==> config.mk <==
export PLATFORM = sky130hd
export DESIGN_NAME = ped_button_pulse_flat
export DESIGN_NICKNAME = d
export VERILOG_FILES = /design/src/rtl/ped_button_pulse_if.sv /design/src/rtl/ped_button_pulse.sv /design/src/flat_wrapper.sv
export SDC_FILE = /design/constraint.sdc
export NUM_CORES = 1
export LEC_CHECK = 0
export CORE_ASPECT_RATIO = 1.75
export CORE_MARGIN = 2
export CORE_UTILIZATION = 60
export DETAILED_ROUTE_END_ITERATION = 7
export MAX_ROUTING_LAYER = met4
export PLACE_DENSITY = 0.74
export SLEW_MARGIN = 20
export SYNTH_ARGS = -nofsm -noshare
export SYNTH_HDL_FRONTEND = slang
export SYNTH_SLANG_ARGS = --single-unit
==> constraint.sdc <==
create_clock -name clk -period 2.4 [get_ports clk]
set_clock_uncertainty 0.1 [all_clocks]
set_input_delay 0.36 -clock clk [delete_from_list [all_inputs] [get_ports clk]]
set_output_delay 0.36 -clock clk [all_outputs]
set_load 0.005 [all_outputs]
==> src/rtl/ped_button_pulse_if.sv <==
// Button-side signal bundle: raw pin in, debounced level and press strobe out.
interface ped_button_pulse_if;
  logic btn_raw;
  logic btnpress;
  logic btn_level;

  modport master (output btn_raw, input btnpress, input btn_level);
  modport slave  (input btn_raw, output btnpress, output btn_level);
endinterface

==> src/rtl/ped_button_pulse.sv <==
// Pedestrian button front end: two-flop synchroniser, press/release debounce FSM,
// and a single one-cycle btnpress strobe per confirmed press.
module ped_button_pulse #(
  parameter int DB_CYCLES = 500000,
  parameter int CNT_W     = 20
) (
  input  logic              clk,
  input  logic              rst,
  ped_button_pulse_if.slave bus
);

  typedef enum logic [1:0] {
    IDLE         = 2'd0,
    PRESS_WAIT   = 2'd1,
    HELD         = 2'd2,
    RELEASE_WAIT = 2'd3
  } state_t;

  localparam logic [CNT_W-1:0] CNT_MAX = CNT_W'(DB_CYCLES - 1);

  logic             s1_reg;
  logic             btn_s_reg;
  state_t           state_reg;
  logic [CNT_W-1:0] cnt_reg;
  logic             btnpress_reg;
  logic             btn_level_reg;

  always_ff @(posedge clk or negedge rst) begin
    if (!rst) begin
      s1_reg    <= 1'b0;
      btn_s_reg <= 1'b0;
    end else begin
      s1_reg    <= bus.btn_raw;
      btn_s_reg <= s1_reg;
    end
  end

  // cnt is cleared on every state change so each wait starts a fresh stability window.
  always_ff @(posedge clk or negedge rst) begin
    if (!rst) begin
      state_reg     <= IDLE;
      cnt_reg       <= '0;
      btnpress_reg  <= 1'b0;
      btn_level_reg <= 1'b0;
    end else begin
      btnpress_reg <= 1'b0;
      case (state_reg)
        IDLE: begin
          btn_level_reg <= 1'b0;
          if (btn_s_reg) begin
            state_reg <= PRESS_WAIT;
            cnt_reg   <= '0;
          end
        end
        PRESS_WAIT: begin
          if (!btn_s_reg) begin
            state_reg <= IDLE;
            cnt_reg   <= '0;
          end else if (cnt_reg == CNT_MAX) begin
            state_reg     <= HELD;
            cnt_reg       <= '0;
            btnpress_reg  <= 1'b1;
            btn_level_reg <= 1'b1;
          end else begin
            cnt_reg <= cnt_reg + 1'b1;
          end
        end
        HELD: begin
          btn_level_reg <= 1'b1;
          if (!btn_s_reg) begin
            state_reg <= RELEASE_WAIT;
            cnt_reg   <= '0;
          end
        end
        RELEASE_WAIT: begin
          // A bounce back to pressed returns to HELD without a second strobe.
          if (btn_s_reg) begin
            state_reg <= HELD;
            cnt_reg   <= '0;
          end else if (cnt_reg == CNT_MAX) begin
            state_reg     <= IDLE;
            cnt_reg       <= '0;
            btn_level_reg <= 1'b0;
          end else begin
            cnt_reg <= cnt_reg + 1'b1;
          end
        end
        default: begin
          state_reg     <= IDLE;
          cnt_reg       <= '0;
          btn_level_reg <= 1'b0;
        end
      endcase
    end
  end

  assign bus.btnpress  = btnpress_reg;
  assign bus.btn_level = btn_level_reg;

endmodule

==> src/flat_wrapper.sv <==
// flat-port wrapper written by rule: the top's interface ports become plain ports
module ped_button_pulse_flat 
#(
  parameter int DB_CYCLES = 500000,
  parameter int CNT_W     = 20
)
  (clk, rst, bus_btn_raw, bus_btnpress, bus_btn_level);
  ped_button_pulse_if bus_i ();
  input  logic clk;
  input  logic rst;
  input wire logic [$bits(bus_i.btn_raw)-1:0] bus_btn_raw;
  output wire logic [$bits(bus_i.btnpress)-1:0] bus_btnpress;
  output wire logic [$bits(bus_i.btn_level)-1:0] bus_btn_level;
  assign bus_i.btn_raw = bus_btn_raw;
  assign bus_btnpress = bus_i.btnpress;
  assign bus_btn_level = bus_i.btn_level;
  ped_button_pulse #(.DB_CYCLES(DB_CYCLES), .CNT_W(CNT_W)) u_core (.clk(clk), .rst(rst), .bus(bus_i));
endmodule
==> results.md <==
- Layout cells sized above 1: 0.1091
- Port buffer count: 4
- Final hold vios: 0
- Avg Inst Size Synth: 9.506 µm²
- Total Routed Length: 3.216 mm
- Net Sw Power: 0.0005054 W
- Synthesized instance count: 159
- Pin count of the biggest net entering global routing: 27
- Starting density of the core: 0.6214
- Leakage power: 0.6973 nW
- Antenna Nets Post-Route: 0
- Critical Path End: u_core.cnt_reg[18]$_DFFE_PN0P_
- Via count: 1274
- Core Util, Final: 0.6713
- Placed Cells: 187
- Min-delay src: u_core.s1_reg$_DFF_PN0_
- Post-synth cell types: 39
- All-Layer GR Usage: 0.2477
- Worst Tran Pin Value: 0.6427 ns
- Resize count post-CTS: 0
- Internal power: 0.0008626 W
- Worst-path clk slew: 0.08 ns
- Flop2flop setup slack: 0.18 ns
- Final min period: 2.218 ns
- Period utilisation layout: 0.9242
- RePlAce Congestion: 0.8889
- Routed len/inst: 16.84 µm
- Yosys reg bits: 26
- R2R cell count: 7
- Initial DRC Count: 58
- Type of the most critical hold path: reg2reg
- Avg Vias per Cell: 6.670
- Die Ht: 70.40 µm
- Root Driver: clkbuf_8
- Fmax: 450.9 MHz
- RSZ-0062 raised after global routing: false
- DR DRC count: 0
- Initial antenna violation count: 0
- Net switching fraction of the power: 0.3694
- Worst R2R End: u_core.cnt_reg[18]$_DFFE_PN0P_
- CP endpoint kind: register
- Clk Latency, worst-skew pair: 0.27 ns
- First-pass GRT wire length: 5.561 mm
- Post-CTS Setup Inserts: 0
- Num CTS Buffers: 3
- CTS tree: done
- Core Area: 2432 µm²
- Max Slew Vio Count: 0
- HPWL after DPL: 2.377 mm
- Depth of the CTS H-tree: 1
- Maximum VDD drop: 0.6225 mV
- # nets final: 174
- Setup TNS: 0 ns
- Pwr Total: 0.001368 W
- Hold buffers post-CTS: 0
- Synth warn: 0
- Seq/Total Area, Yosys: 0.4305
- WP data arrival: 2.32 ns
- Reg-to-Reg Start: u_core.state_reg[0]$_DFFE_PN0P_
- CP required: 2.51 ns
- Final-layout fill cell count: 196
- Clock Path Buffers: 2
- Drt pass-1 iters: 4
- Die area: 2952 µm²
- Syn-to-layout area delta: 8.030%
- Crit Path Max Fanout: 13
- IO Count: 5
- Syn_nets: 167
- Vias in the first global route: 1262
- Power per cell area: 837.8 nW/µm²
- Num rows: 24
- Clock sinks: 26
- Register share of total power: 0.396
- Cell Area, Synth: 1511 µm²
- Post-route insts no fill: 191
- Die X: 41.94 µm
- Worst rel slew slack: 0.5676
- GR Overflow Total: 0
- MaxCap Viol Count: 0
- ANT cells: 0
- Clock power frac: 0.202
- Max FFs per register: 20
- Crit path launch: u_core.state_reg[0]$_DFFE_PN0P_
- Logic pwr share: 0.402
- Crit path launch type: register
- Setup violators final: 0
- Crit path kind: reg2reg
- Run status: finished, final reports clean
-- cell families after synthesis --
family	Yosys count	share of synthesized area
adder cells (fa/ha/maj)	5	0.04139
AO/OA/AOI/OAI	45	0.1846
multiplexers	5	0.03808
flip-flops	26	0.4305
AND/OR/NAND/NOR	63	0.2467
XOR/XNOR	3	0.01739
buffers and inverters	12	0.04139
-- cells in the mapped netlist --
cell type	count	area [µm²]
nand3_1	12	60.06
nand4_1	3	18.77
nor3_1	2	10.01
a31oi_1	13	81.33
nor4b_2	1	15.01
buf_2	2	10.01
nor4_4	1	21.27
nand4_2	2	25.02
or4_1	1	7.510
a21oi_1	12	60.06
nand2b_1	4	25.02
a41oi_1	3	26.28
o31ai_1	2	15.01
a21boi_4	1	18.77
xnor2_1	2	17.52
ha_1	5	62.56
nor2_2	1	6.260
nand2_1	16	60.06
o21ai_0	6	30.03
mux2i_1	2	20.02
nor3b_1	1	7.510
o21ai_1	5	25.02
nor2_1	5	18.77
clkbuf_1	2	7.510
dfrtp_1	26	650.6
and2_1	3	18.77
or3_1	1	6.260
nor4_1	2	12.51
xor2_1	1	8.760
and3_1	4	25.02
and4_1	4	35.03
mux2_2	2	22.52
mux2_4	1	15.01
buf_4	2	15.01
o22ai_1	1	6.260
a22o_1	1	8.760
buf_6	1	11.26
inv_1	5	18.77
o211ai_1	1	7.510
-- per-stage QoR --
step                      hold slack (ns)  worst slack (ns)  area, µm²
after CTS                          0.2599            0.1780       1633
after global routing               0.2634           0.05141       1633
after floorplan                  -0.03559            0.4645       1511
final                              0.2557            0.1820       1633
after detailed placement           0.2410            0.1939       1578
after global placement             0.2443            0.2850       1578
-- power by group through the flow --
stage	logic [W]	registers, W	clock network, W
6_report	0.000550	0.000541	0.000276
3_5_place_dp	0.000542	0.000548	0
5_1_grt	0.000621	0.000549	0.000295
4_1_cts	0.000547	0.000539	0.000282
3_3_place_gp	0.000530	0.000545	0
2_1_floorplan	0.000413	0.000538	0
-- cell type report --
type,count,area [µm²],area share
sequential,26,650.6,0.3985
tap,26,32.53,0.01992
multi-input combinational,121,798.3,0.4889
timing repair buffer,9,77.57,0.04751
clock buffer,4,55.05,0.03372
inverter,5,18.77,0.01149
-- metal layers --
metal / vias up / track usage / wire [µm] / share of wire
li1: 607 / - / - / -
met1: 607 / 0.2879 / 1326 / 0.41
met2: 47 / 0.4097 / 1663 / 0.52
met3: 13 / 0.03359 / 115 / 0.036
met4: 0 / 0.1254 / 110 / 0.034
met5: - / - / 0 / 0
-- how the worst min path moves through the flow --
| stage | depth (start not counted) | to |
|---|---|---|
| floorplan | 0 | async pin |
| global placement | 0 | u_core.btn_s_reg$_DFF_PN0_ |
| detailed placement | 0 | u_core.btn_s_reg$_DFF_PN0_ |
| CTS | 0 | u_core.btn_s_reg$_DFF_PN0_ |
| global route | 0 | u_core.btn_s_reg$_DFF_PN0_ |
| finish | 0 | u_core.btn_s_reg$_DFF_PN0_ |
-- placed cells by master, fill, tap and decap left out, types with 2 or more instances in the layout --
cell              n
mux2_2            2
a41oi_1           3
nor3_1            2
mux2i_1           2
clkdlybuf4s50_1   4
nor2_1            5
nand4_1           3
and2_1            3
a21oi_1          12
nor4_1            2
and4_1            4
ha_1              5
o21ai_0           6
nand3_1          12
xnor2_1           2
and3_1            4
nand4_2           2
inv_1             5
o21ai_1           5
buf_4             5
nand2_1          16
a31oi_1          13
o31ai_1           2
clkbuf_8          4
nand2b_1          4
dfrtp_1          26
-- critical path: stages, from the launching register on --
cell and delay, ns:
dfrtp_1 0.41, inv_1 0.09, ha_1 0.23, mux2_4 0.34
nor2_2 0.14, o21ai_1 0.19, or4_1 0.55, nand3_1 0.10
Note: power is estimated with default switching activity, not from simulation.
